===== src/rtl/la_readout_streamer.sv =====
// la_readout_streamer: once the analyzer core reports la_done, reads every capture-buffer
//   offset and streams each DATA_WIDTH-bit sample out as bytes, MSB first.
// Ports: clk/reset_n; la_done, la_read_addr, la_read_data, la_reset (core side);
//   auto_rearm (config); tx_data/tx_valid/tx_ready (byte stream); busy (status).
// Optional: define RTLA_STREAM_HEADER_EN to prefix every dump with "RTLA" plus the
//   16-bit big-endian sample count minus one.
module la_readout_streamer #(
  parameter int DATA_WIDTH = 128,
  parameter int DEPTH_LOG2 = 9
) (
  input  logic                  clk,
  input  logic                  reset_n,
  input  logic                  la_done,
  output logic [DEPTH_LOG2-1:0] la_read_addr,
  input  logic [DATA_WIDTH-1:0] la_read_data,
  output logic                  la_reset,
  input  logic                  auto_rearm,
  output logic [7:0]            tx_data,
  output logic                  tx_valid,
  input  logic                  tx_ready,
  output logic                  busy
);

  localparam int BYTES = DATA_WIDTH / 8;
  // The counter also indexes the 6 header bytes, so never narrower than 3 bits.
  localparam int CNT_W = (BYTES > 8) ? $clog2(BYTES) : 3;

  typedef enum logic [2:0] {
    S_IDLE   = 3'd0,
    S_FETCH  = 3'd1,
    S_WAIT   = 3'd2,
    S_SEND   = 3'd3,
    S_REARM  = 3'd4,
`ifdef RTLA_STREAM_HEADER_EN
    S_HEADER = 3'd6,
`endif
    S_HOLD   = 3'd5
  } state_t;

`ifdef RTLA_STREAM_HEADER_EN
  localparam logic [15:0] SAMPLES_M1 = 16'((1 << DEPTH_LOG2) - 1);

  function automatic logic [7:0] hdr_byte(input logic [CNT_W-1:0] idx);
    case (idx)
      CNT_W'(0): hdr_byte = 8'h52;
      CNT_W'(1): hdr_byte = 8'h54;
      CNT_W'(2): hdr_byte = 8'h4C;
      CNT_W'(3): hdr_byte = 8'h41;
      CNT_W'(4): hdr_byte = SAMPLES_M1[15:8];
      default:   hdr_byte = SAMPLES_M1[7:0];
    endcase
  endfunction
`endif

  state_t                  state_q, state_d;
  logic [DEPTH_LOG2-1:0]   addr_q, addr_d;
  logic [DATA_WIDTH-1:0]   shreg_q, shreg_d;
  logic [CNT_W-1:0]        cnt_q, cnt_d;
  logic [7:0]              tx_data_q, tx_data_d;
  logic                    tx_valid_q, tx_valid_d;
  logic                    la_reset_q, la_reset_d;
  logic                    busy_q, busy_d;

  always_comb begin
    state_d    = state_q;
    addr_d     = addr_q;
    shreg_d    = shreg_q;
    cnt_d      = cnt_q;
    tx_data_d  = tx_data_q;
    tx_valid_d = tx_valid_q;
    la_reset_d = 1'b0;

    unique case (state_q)
      S_IDLE: begin
        addr_d = '0;
        if (la_done) begin
`ifdef RTLA_STREAM_HEADER_EN
          state_d    = S_HEADER;
          cnt_d      = '0;
          tx_valid_d = 1'b1;
          tx_data_d  = hdr_byte('0);
`else
          state_d    = S_FETCH;
`endif
        end
      end
`ifdef RTLA_STREAM_HEADER_EN
      // tx_valid is always high in HEADER; cnt_q is the index of the byte on tx_data.
      S_HEADER: begin
        if (tx_ready) begin
          if (!la_done) begin
            tx_valid_d = 1'b0;
            state_d    = S_IDLE;
          end else if (cnt_q == CNT_W'(5)) begin
            tx_valid_d = 1'b0;
            state_d    = S_FETCH;
          end else begin
            cnt_d     = cnt_q + 1'b1;
            tx_data_d = hdr_byte(cnt_q + 1'b1);
          end
        end
      end
`endif
      // Core samples la_read_addr at the end of FETCH; data is readable during WAIT.
      S_FETCH: state_d = la_done ? S_WAIT : S_IDLE;
      S_WAIT: begin
        if (!la_done) begin
          state_d = S_IDLE;
        end else begin
          tx_data_d  = la_read_data[DATA_WIDTH-1 -: 8];
          shreg_d    = la_read_data << 8;
          cnt_d      = CNT_W'(BYTES - 1);
          tx_valid_d = 1'b1;
          state_d    = S_SEND;
        end
      end
      // shreg_q holds the not-yet-presented bytes, next one in the top byte lane.
      S_SEND: begin
        if (tx_ready) begin
          if (!la_done) begin
            tx_valid_d = 1'b0;
            state_d    = S_IDLE;
          end else if (cnt_q != '0) begin
            tx_data_d = shreg_q[DATA_WIDTH-1 -: 8];
            shreg_d   = shreg_q << 8;
            cnt_d     = cnt_q - 1'b1;
          end else if (!(&addr_q)) begin
            addr_d     = addr_q + 1'b1;
            tx_valid_d = 1'b0;
            state_d    = S_FETCH;
          end else begin
            tx_valid_d = 1'b0;
            state_d    = S_REARM;
          end
        end
      end
      S_REARM: begin
        la_reset_d = auto_rearm;
        state_d    = S_HOLD;
      end
      // Stay here until the core drops la_done so the same buffer is not dumped twice.
      S_HOLD: if (!la_done) state_d = S_IDLE;
      default: state_d = S_IDLE;
    endcase

    busy_d = (state_d != S_IDLE);
  end

  always_ff @(posedge clk or negedge reset_n) begin
    if (!reset_n) begin
      state_q    <= S_IDLE;
      addr_q     <= '0;
      shreg_q    <= '0;
      cnt_q      <= '0;
      tx_data_q  <= '0;
      tx_valid_q <= 1'b0;
      la_reset_q <= 1'b0;
      busy_q     <= 1'b0;
    end else begin
      state_q    <= state_d;
      addr_q     <= addr_d;
      shreg_q    <= shreg_d;
      cnt_q      <= cnt_d;
      tx_data_q  <= tx_data_d;
      tx_valid_q <= tx_valid_d;
      la_reset_q <= la_reset_d;
      busy_q     <= busy_d;
    end
  end

  assign la_read_addr = addr_q;
  assign tx_data      = tx_data_q;
  assign tx_valid     = tx_valid_q;
  assign la_reset     = la_reset_q;
  assign busy         = busy_q;

endmodule


===== config.mk =====
export PLATFORM = sky130hd
export DESIGN_NAME = la_readout_streamer
export DESIGN_NICKNAME = d
export VERILOG_FILES = /design/src/rtl/la_readout_streamer.sv
export SDC_FILE = /design/constraint.sdc
export NUM_CORES = 1
export LEC_CHECK = 0
export ABC_AREA = 0
export CAP_MARGIN = 15
export CELL_PAD_IN_SITES_DETAIL_PLACEMENT = 1
export CELL_PAD_IN_SITES_GLOBAL_PLACEMENT = 1
export CORE_ASPECT_RATIO = 1.25
export CORE_MARGIN = 1.5
export CORE_UTILIZATION = 42
export CTS_CLUSTER_SIZE = 30
export DETAILED_ROUTE_END_ITERATION = 10
export GPL_TIMING_DRIVEN = 0
export PLACE_DENSITY_LB_ADDON = 0.1
export SETUP_SLACK_MARGIN = 0.02
export SLEW_MARGIN = 25
export SYNTH_ARGS = -nofsm -noshare
export SYNTH_HDL_FRONTEND = slang
export SYNTH_SLANG_ARGS = --single-unit

===== constraint.sdc =====
create_clock -name clk -period 4 [get_ports clk]
set_input_delay 0.4 -clock clk [delete_from_list [all_inputs] [get_ports clk]]
set_output_delay 0.4 -clock clk [all_outputs]
set_load 0.005 [all_outputs]

After elaboration in Yosys (flattened, before gate mapping)

Index checks and enable logic that the tools add are counted.

Output and inout bits: 20
Bits in registers: 155
Word-level logic and storage cells: 66

Reductions and logical operators: 9
Equal/unequal tests: 12
$add $sub $neg: 2
Multiplexer cells: 35

Operators with widths:

| operator                                            | count |
|---|---|
| two-way mux 128 bit                                 | 4 |
| one-hot mux 128 bit (2 select lines)                | 1 |
| two-way mux 9 bit                                   | 4 |
| two-way mux 8 bit                                   | 4 |
| two-way mux 3 bit                                   | 6 |
| one-hot mux 3 bit (6 select lines)                  | 1 |
| one-hot mux 9 bit (2 select lines)                  | 1 |
| two-way mux 4 bit                                   | 4 |
| one-hot mux 8 bit (2 select lines)                  | 1 |
| inequality test 2 bit, second input constant        | 6 |
| AND reduction 5 bit                                 | 2 |
| adder 9 x 1 -> 9 bit, second input constant         | 1 |
| AND reduction 9 bit                                 | 1 |
| one-hot mux 4 bit (2 select lines)                  | 1 |
| equality test 3 x 2 -> 1 bit, second input constant | 2 |
| equality test 3 bit, second input constant          | 2 |
| two-way mux 1 bit                                   | 5 |
| two-way mux 2 bit                                   | 2 |
| AND reduction 4 bit                                 | 1 |
| nonzero test 2 bit                                  | 2 |
| nonzero test 4 bit                                  | 1 |
| subtractor 4 x 1 -> 4 bit, second input constant    | 1 |
| equality test 3 x 1 -> 1 bit, second input constant | 1 |
| zero test 3 bit                                     | 1 |
| 3 further kinds                                     | 3 |

Longest topological paths before layout

Gate-level depths: netlist of run 1.

Depth after elaboration: 7
Gate-level depth with buffers: 9

Worst setup path before layout of run 1

No wires, ideal clock.

Kind: register -> register
From: register addr_q[0], in the netlist la_read_addr[0]
To: register addr_q[7], in the netlist la_read_addr[7]
Slack: 1995 ps
Required time: 3922 ps
Arrival: 1928 ps
Stages on the path, launching flop included: 10
Buffers on the path: 0
Cells stage by stage: dfrtp_1 ha_1 and3_1 nand3_1 nor2_1 ha_1 nor2b_1 o211ai_1 or4_1 a21oi_1

Cells in the longest elaborated chain, start to end: 6

Ends and longest elaborated chain:

| what                               | line | RTL |
|---|---|---|
| start, declared                    | 56   | `logic [DEPTH_LOG2-1:0] addr_q, addr_d;` |
| start signal, assigned             | 161  | `addr_q <= addr_d;` |
| adder 9 x 1 -> 9 bit               | 128  | `addr_d = addr_q + 1'b1;` |
| two-way mux 9 bit                  | 127  | `end else if (!(&addr_q)) begin` |
| two-way mux 9 bit                  | 123  | `end else if (cnt_q != '0) begin` |
| two-way mux 9 bit                  | 120  | `if (!la_done) begin` |
| two-way mux 9 bit                  | 119  | `if (tx_ready) begin` |
| one-hot mux 9 bit (2 select lines) | 73   | `unique case (state_q)` |

Several ways; a longest one is shown, not always the timed one. The select of a mux whose other input is x is not followed.
A chain may end at the register's enable or synchronous reset.

Worst setup path after layout of run 1

From: register cnt_q[0]
To: register shreg_q[16]

Cells in the longest elaborated chain, start to end: 3

Ends and longest elaborated chain:

| what                                   | line | RTL |
|---|---|---|
| start, declared                        | 58   | `logic [CNT_W-1:0] cnt_q, cnt_d;` |
| start signal, assigned                 | 163  | `cnt_q <= cnt_d;` |
| nonzero test 4 bit                     | 123  |  |
| inequality test 2 bit (no source line) | -    |  |
| AND reduction 5 bit (no source line)   | -    |  |
| end signal, assigned                   | 162  | `shreg_q <= shreg_d;` |
| end, declared                          | 57   | `logic [DATA_WIDTH-1:0] shreg_q, shreg_d;` |

Every way passes these cells.

==> summary.md, run 1 <==
| Metric | Value |
|---|---|
| Worst-path maximum fanout | 10 |
| Hold_ws | 0.473 ns |
| Met2 global-route usage | 45.8% |
| Syn. warnings | 0 |
| Top cells by area, synth | dfrtp_1, mux2i_1, o21ai_0 |
| Max_cap viols | 0 |
| Psw | 2.26 mW |
| Max Slew Vio Count | 0 |
| Iteration-0 DRC Markers | 242 |
| Final GP Congestion | 0.806 |
| Layout cell share with drive strength beyond 1 | 9.10% |
| PostCTS Resize Cnt | 0 |
| Worst Setup End Kind | flip-flop |
| Router iterations before antenna repair | 4 |
| Max Root-Sink Buffers | 2 |
| Fin crit share | 61.1% |
| CP Launch Point | cnt_q[0] |
| PD cells | 667 nW/um^2 |
| Vias per cell | 5.60 |
| WP data required | 4.29 ns |
| Worst skew pair latency | 0.43 ns |
| Post-Syn Area | 7040 sq um |
| Run status | finished, final reports clean |
| Seq/Total Area, Yosys | 52.3% |
| Relative slew slack | 42.8% |
| Worst R2R End | shreg_q[16] |
| Number of hold violations in the final report | 0 |
| Pin count of the biggest net entering global routing | 94 |
| Power share of the clock group | 26.6% |
| Finish-stage setup viols | 0 |
| Port buffer count | 152 |
| Global route overflow | 0 |
| Synth-to-layout area growth | 34.9% |
| Number of enable flip-flop cells after synthesis | 0 |
| Switching Fraction | 35.7% |
| Leak | 3.86 nW |
| Final ANT Viol Nets | 0 |
| # diodes | 0 |
| Yosys top cell area share | 52.3% |
| FMAX | 409 MHz |
| Worst flop-to-flop path startpoint | cnt_q[0] |
| Routed WL | 21.6 mm |
| Share of async-settable or async-resettable flops after synthesis | 100% |
| Initial antenna violation count | 1 |
| Clock buffer count from CTS | 17 |
| H-tree depth | 4 |
| Setup Buffers After CTS | 0 |
| R2R setup slack | 1.56 ns |
| Routed WL per cell | 20.1 um |
| CTS tree | built |
| R2R cell count | 8 |
| Avg Inst Size Synth | 10.5 sq um |
| Slew @ Worst Pin | 0.855 ns |
| Syn Inst Count | 671 |
| Setup crit start kind | flip-flop |
| DRC violation count after routing | 0 |
| Row count | 52 |
| Leading area contributor after synthesis | dfrtp_1 |
| Sequential fraction of design power | 39.4% |
| Internal power | 4.07 mW |
| M3 GR Usage | 5.79% |
| Worst VDD drop | 0.335 mV |
| Comb power frac | 34.0% |
| Commonest non-fill, non-tap cell in the layout | o21ai_0 |
| Library cells used by synthesis | 43 |
| Worst Path Arrival | 2.73 ns |
| Io pins | 153 |
| Crit path kind | reg2reg |
| Place WS | 1.55 ns |
| First-pass GRT wire length | 35.0 mm |
| Initial Util | 43.3% |
| Max Clock Skew | 0.00722 ns |
| CORE AREA | 16300 sq um |
| Most used flip-flop cell after synthesis | dfrtp_1 |
| Die extent in x | 119 um |
| Cells after DPL | 1040 |
| Worst-path clk slew | 0.06 ns |
| Commonest non-fill, non-tap cells in the layout | o21ai_0, clkdlybuf4s50_1, dfrtp_1 |
| DIE AREA | 17600 sq um |
| Final non-filler cell total | 1073 |
| Hold WC Path Type | in2async |
| Chip height | 148 um |
| Number of global-route vias before repair | 6658 |
| Post-synthesis register bit count | 147 |
| Total nets after synthesis | 807 |
| Dpl hpwl | 15.6 mm |
| Crit path time final | 2.44 ns |
| Unrepaired setup endpoints after global routing | false |
| DR vias | 6007 |
| Fin nets | 980 |
| CTS Sinks | 147 |
| GRT Max-Usage Layer | met2 |
| GR Util met1 | 29.9% |
| Global Route Usage Sum | 25.5% |
| Clock Tree Root | clkbuf_16 |
| Hold-fix buffers at CTS | 1 |
| Worst Setup Slack, final | 1.56 ns |
-- stage by stage --
step	power, mW	cell area (sq um)	util, %	setup TNS, ns
global route	6.73	9490	58.4	0
global placement	4.48	8830	54.3	-495.17
floorplan	3.79	7040	-	0
finish	6.33	9490	58.4	0
detailed placement	4.65	8860	54.5	0
CTS	6.36	9490	58.4	0
-- layer usage --
metal  part of all wire [%]  wire (um)  vias to the layer above
li1                       -          -                     2788
met3                    4.3        936                       40
met5                      0          0                        -
met1                     41       8960                     3021
met4                    2.3        507                        0
met2                     52      11200                      158
-- worst max-delay path by stage --
stage                                 end  cells after the start
after floorplan           la_read_addr[7]                      9
after global placement        shreg_q[50]                      1
after detailed placement      shreg_q[11]                      5
after CTS                     shreg_q[16]                      8
after global routing      la_read_addr[4]                      9
final                         shreg_q[16]                      8
-- cells in the mapped netlist (3+ instances only) --
master / count
a21oi_1: 9
inv_1: 5
a22o_1: 10
nor2_1: 8
nor3_1: 4
nor2b_1: 3
clkbuf_1: 19
ha_1: 3
nand2_1: 15
o21ai_1: 17
mux2i_1: 121
dfrtp_1: 147
nand3_1: 4
buf_2: 36
and3_1: 3
o21ai_0: 231
-- cell families (layout without fill, tap and decap cells) --
kind of cell | Yosys count | after routing | share of synthesized area [%]
adders and majority gates | 3 | 3 | 0.533
muxes | 122 | 122 | 17.4
buffers and inverters | 63 | 249 | 4.21
AOI/OAI and AO/OA | 281 | 281 | 21.1
DFF | 147 | 147 | 52.3
xor gates and xnor gates | 1 | 1 | 0.124
and+or+nand+nor | 54 | 54 | 4.37
-- final cells by class --
| class | count | area [sq um] |
|---|---|---|
| multi-input combinational | 461 | 3060 |
| fill | 1778 | 6770 |
| sequential | 147 | 3680 |
| timing repair buffer | 154 | 1560 |
| inverter | 5 | 18.8 |
| clock buffer | 18 | 439 |
| buffer | 58 | 278 |
| clock inverter | 14 | 180 |
| tap | 216 | 270 |
-- power by group through the flow --
stage               registers [mW]  clock network [mW]  logic (mW)
finish                        2.49                1.68        2.15
global route                  2.56                1.75        2.41
CTS                           2.49                1.69        2.18
detailed placement            2.50                   0        2.15
global placement              2.46                   0        2.01
floorplan                     2.35                   0        1.44
-- registers in the layout (all words and copies together) (netlist names) --
| register | cells |
|---|---|
| shreg_q | 120 |
| state_q | 3 |
| tx_data | 8 |
| busy | 1 |
| tx_valid | 1 |
| la_read_addr | 9 |
| la_reset | 1 |
| cnt_q | 4 |
-- worst max-delay path: stages (launching register included) --
cell and delay (ns):
dfrtp_1 0.40, inv_1 0.06, ha_1 0.22, or3b_1 0.46, a21oi_4 0.34, or2_2 0.18
buf_2 0.23, buf_2 0.25, o21ai_0 0.15
Power figures use the tool's default switching activity.
==> inputs of run 2 (changes only) <==
--- a/config.mk
+++ b/config.mk
@@ -11,7 +11,7 @@
 export CELL_PAD_IN_SITES_GLOBAL_PLACEMENT = 1
 export CORE_ASPECT_RATIO = 1.25
 export CORE_MARGIN = 1.5
-export CORE_UTILIZATION = 42
+export CORE_UTILIZATION = 36
 export CTS_CLUSTER_SIZE = 30
 export DETAILED_ROUTE_END_ITERATION = 10
 export GPL_TIMING_DRIVEN = 0
==> constraint.sdc (replaced) <==
create_clock -name clk -period 2 [get_ports clk]
set_input_delay 0.2 -clock clk [delete_from_list [all_inputs] [get_ports clk]]
set_output_delay 0.2 -clock clk [all_outputs]
set_load 0.005 [all_outputs]
==> summary.md, run 2 (same netlist as run 1, synthesis figures left out) <==
| Metric | Value |
|---|---|
| Cell Chain, Critical Path | inv_2, ha_4, or3b_4, a21oi_4, or2_4, buf_6, buf_12, clkbuf_16, o21ai_1 |
| DRC violation count after routing | 0 (unchanged) |
| First-pass GRT wire length | 35.3 mm (+1.1%) |
| CP top delay family | simple AND/OR/NAND/NOR gates |
| Max Root-Sink Buffers | 2 (unchanged) |
| Comb power frac | 41.9% (+7.9 points) |
| Max Slew Vio Count | 0 (unchanged) |
| Fillers | 2059 (+16%) |
| Buf+Inv Stages, Crit Path | 4 (+1) |
| CTS Sinks | 147 (unchanged) |
| Pin count of the biggest net entering global routing | 93 (-1.1%) |
| Worst Path Arrival | 2.39 ns (-0.34 ns) |
| Worst-path maximum fanout | 6 (-4) |
| Max Clock Skew | 0.00995 ns (+0.00273 ns) |
| Fin nets | 1015 (+3.6%) |
| Vias per cell | 5.35 (-4.5%) |
| DIE AREA | 20400 sq um (+16%) |
| Worst VDD drop | 0.711 mV (+110%) |
| Worst Setup Slack, final | -0.0884 ns (-1.65 ns) |
| Crit-path slowest cell | or3b_4 |
| Routed WL per cell | 20.3 um (+0.78%) |
| Run status | finished, violations left |
| FMAX | 479 MHz (+17%) |
| Number of global-route vias before repair | 6653 (-0.075%) |
| Worst-path clk slew | 0.06 ns (about the same) |
| CORE AREA | 19300 sq um (+19%) |
| Initial antenna violation count | 2 (+1) |
| Die extent in x | 128 um (+7.8%) |
| Leak | 4.38 nW (+13%) |
| CTS tree | built |
| Most flop-heavy register | shreg_q |
| Fin crit share | 104% (+43 points) |
| Chip height | 159 um (+7.9%) |
| Layout cell share with drive strength beyond 1 | 23.0% (+14 points) |
| Finish-stage setup viols | 120 (+120) |
| PD cells | 1330 nW/um^2 (+99%) |
| Failing checks | setup timing |
| Slowest Stage Delay on Critical Path | 0.40 ns (-0.06 ns) |
| Crit path kind | reg2reg |
| H-tree depth | 4 (unchanged) |
| Final ANT Viol Nets | 0 (unchanged) |
| Synth-to-layout area growth | 51.9% |
| Number of hold violations in the final report | 0 (unchanged) |
| Cells after DPL | 1089 (+4.7%) |
| Largest register FFs | 120 (unchanged) |
| Power share of the clock group | 23.1% (-3.5 points) |
| Sequential fraction of design power | 35.1% (-4.3 points) |
| Dpl hpwl | 15.6 mm (-0.60%) |
| Router iterations before antenna repair | 4 (unchanged) |
| Worst Setup End Kind | flip-flop |
| Global Route Usage Sum | 22.0% (-3.4 points) |
| Psw | 5.12 mW (+130%) |
| Port buffer count | 152 (unchanged) |
| Slew @ Worst Pin | 0.806 ns (-0.0492 ns) |
| DR vias | 6185 (+3.0%) |
| Hold WC Path Type | in2async |
| Setup crit start kind | flip-flop |
| Iteration-0 DRC Markers | 261 (+7.9%) |
| Power, Total | 14.2 mW (+120%) |
| Row count | 57 (+9.6%) |
| Io pins | 153 (unchanged) |
| Clock buffer count from CTS | 17 (unchanged) |
| Internal power | 9.07 mW (+120%) |
| Commonest non-fill, non-tap cell in the layout | clkdlybuf4s50_1 |
| Final non-filler cell total | 1157 (+7.8%) |
| Commonest non-fill, non-tap cells in the layout | clkdlybuf4s50_1, dfrtp_1, o21ai_0 |
| Max_cap viols | 0 (unchanged) |
| Switching Fraction | 36.1% (+0.35 points) |
| Crit path time final | 2.09 ns (-0.354 ns) |
| Relative slew slack | 46.1% (+3.3 points) |
| Hold_ws | 0.291 ns (-0.182 ns) |
| Final GP Congestion | 0.766 (-4.9%) |
| Routed WL | 23.5 mm (+8.7%) |
| Clock Tree Root | clkbuf_16 |
| WP data required | 2.30 ns (-1.99 ns) |
| Worst skew pair latency | 0.43 ns (about the same) |
| Initial Util | 36.4% (-6.9 points) |
| Global route overflow | 0 (unchanged) |
| Unrepaired setup endpoints after global routing | true |
## run 2: changes by cell type in the layout (fill, tap and decap cells not counted), sizes merged
cell | previous run | this run
buf | 41 | 64
clkbuf | 37 | 49
clkinv | 4 | 7
clkinvlp | 5 | 3
inv | 7 | 5
diode | 0 | 1
## run 2: cell type report
type	count	area (sq um)	area share (%)
Buffer	57	499	4.67
Clock buffer	18	429	4.01
Inverter	5	18.8	0.176
Tap cell	265	332	3.10
Sequential cell	147	3680	34.4
Timing Repair Buffer	190	2130	20.0
Multi-Input combinational cell	461	3430	32.1
Clock inverter	13	163	1.52
Antenna cell	1	2.50	0.0234
## run 2: power by group through the flow
| stage | Combinational, mW | Clock (mW) | Sequential [mW] |
|---|---|---|---|
| 2_1_floorplan | 2.89 | 0 | 4.70 |
| 3_3_place_gp | 4.07 | 0 | 4.93 |
| 3_5_place_dp | 4.29 | 0 | 4.99 |
| 4_1_cts | 4.73 | 3.31 | 4.95 |
| 5_1_grt | 6.50 | 3.45 | 5.10 |
| 6_report | 5.94 | 3.27 | 4.97 |
## run 2: worst paths after layout
check                      cells past startpoint              end   startpoint  slack (ns)
setup reg to reg                               9      shreg_q[69]     cnt_q[1]       -0.09
hold reg to reg                                2      shreg_q[98]  shreg_q[98]        0.50
setup / recovery                               9      shreg_q[69]     cnt_q[1]       -0.09
min in group clk                               3         la_reset   auto_rearm        0.31
hold / removal                                 2  la_read_addr[7]      reset_n        0.29
max in group asynchronous                      3      shreg_q[35]      reset_n        0.87
## run 2: routing by layer
metal  GRT usage, %  vias to the layer above  routed length (um)
met1           26.9                     3148                9490
met5              0                        -                  15
met4           5.77                        2                 311
met3           5.04                       27                 959
met2           39.0                      141               12700
li1               -                     2867                   -
## run 2: what timing repair did
| action | in CTS | in global routing |
|---|---|---|
| hold endpoints to repair | 55 | 0 |
| pin swaps | 3 | 73 |
| buffers inserted | 11 | 9 |
| endpoints found under the setup margin | 140 | 129 |
| gates resized for setup | 70 | 193 |
| gates cloned | 2 | 14 |
| hold buffers | 1 | 0 |
## run 2: per-stage QoR
stage	cell area [sq um]	setup TNS, ns	setup WS, ns	util (%)
after floorplan	7040	0	0.0309	-
after global routing	10700	-11.48	-0.151	55.3
after global placement	8890	-813.27	-5.28	46.0
after CTS	9880	0	0.00678	51.1
after detailed placement	8930	-47.92	-0.418	46.2
final	10700	-3.38	-0.0884	55.3
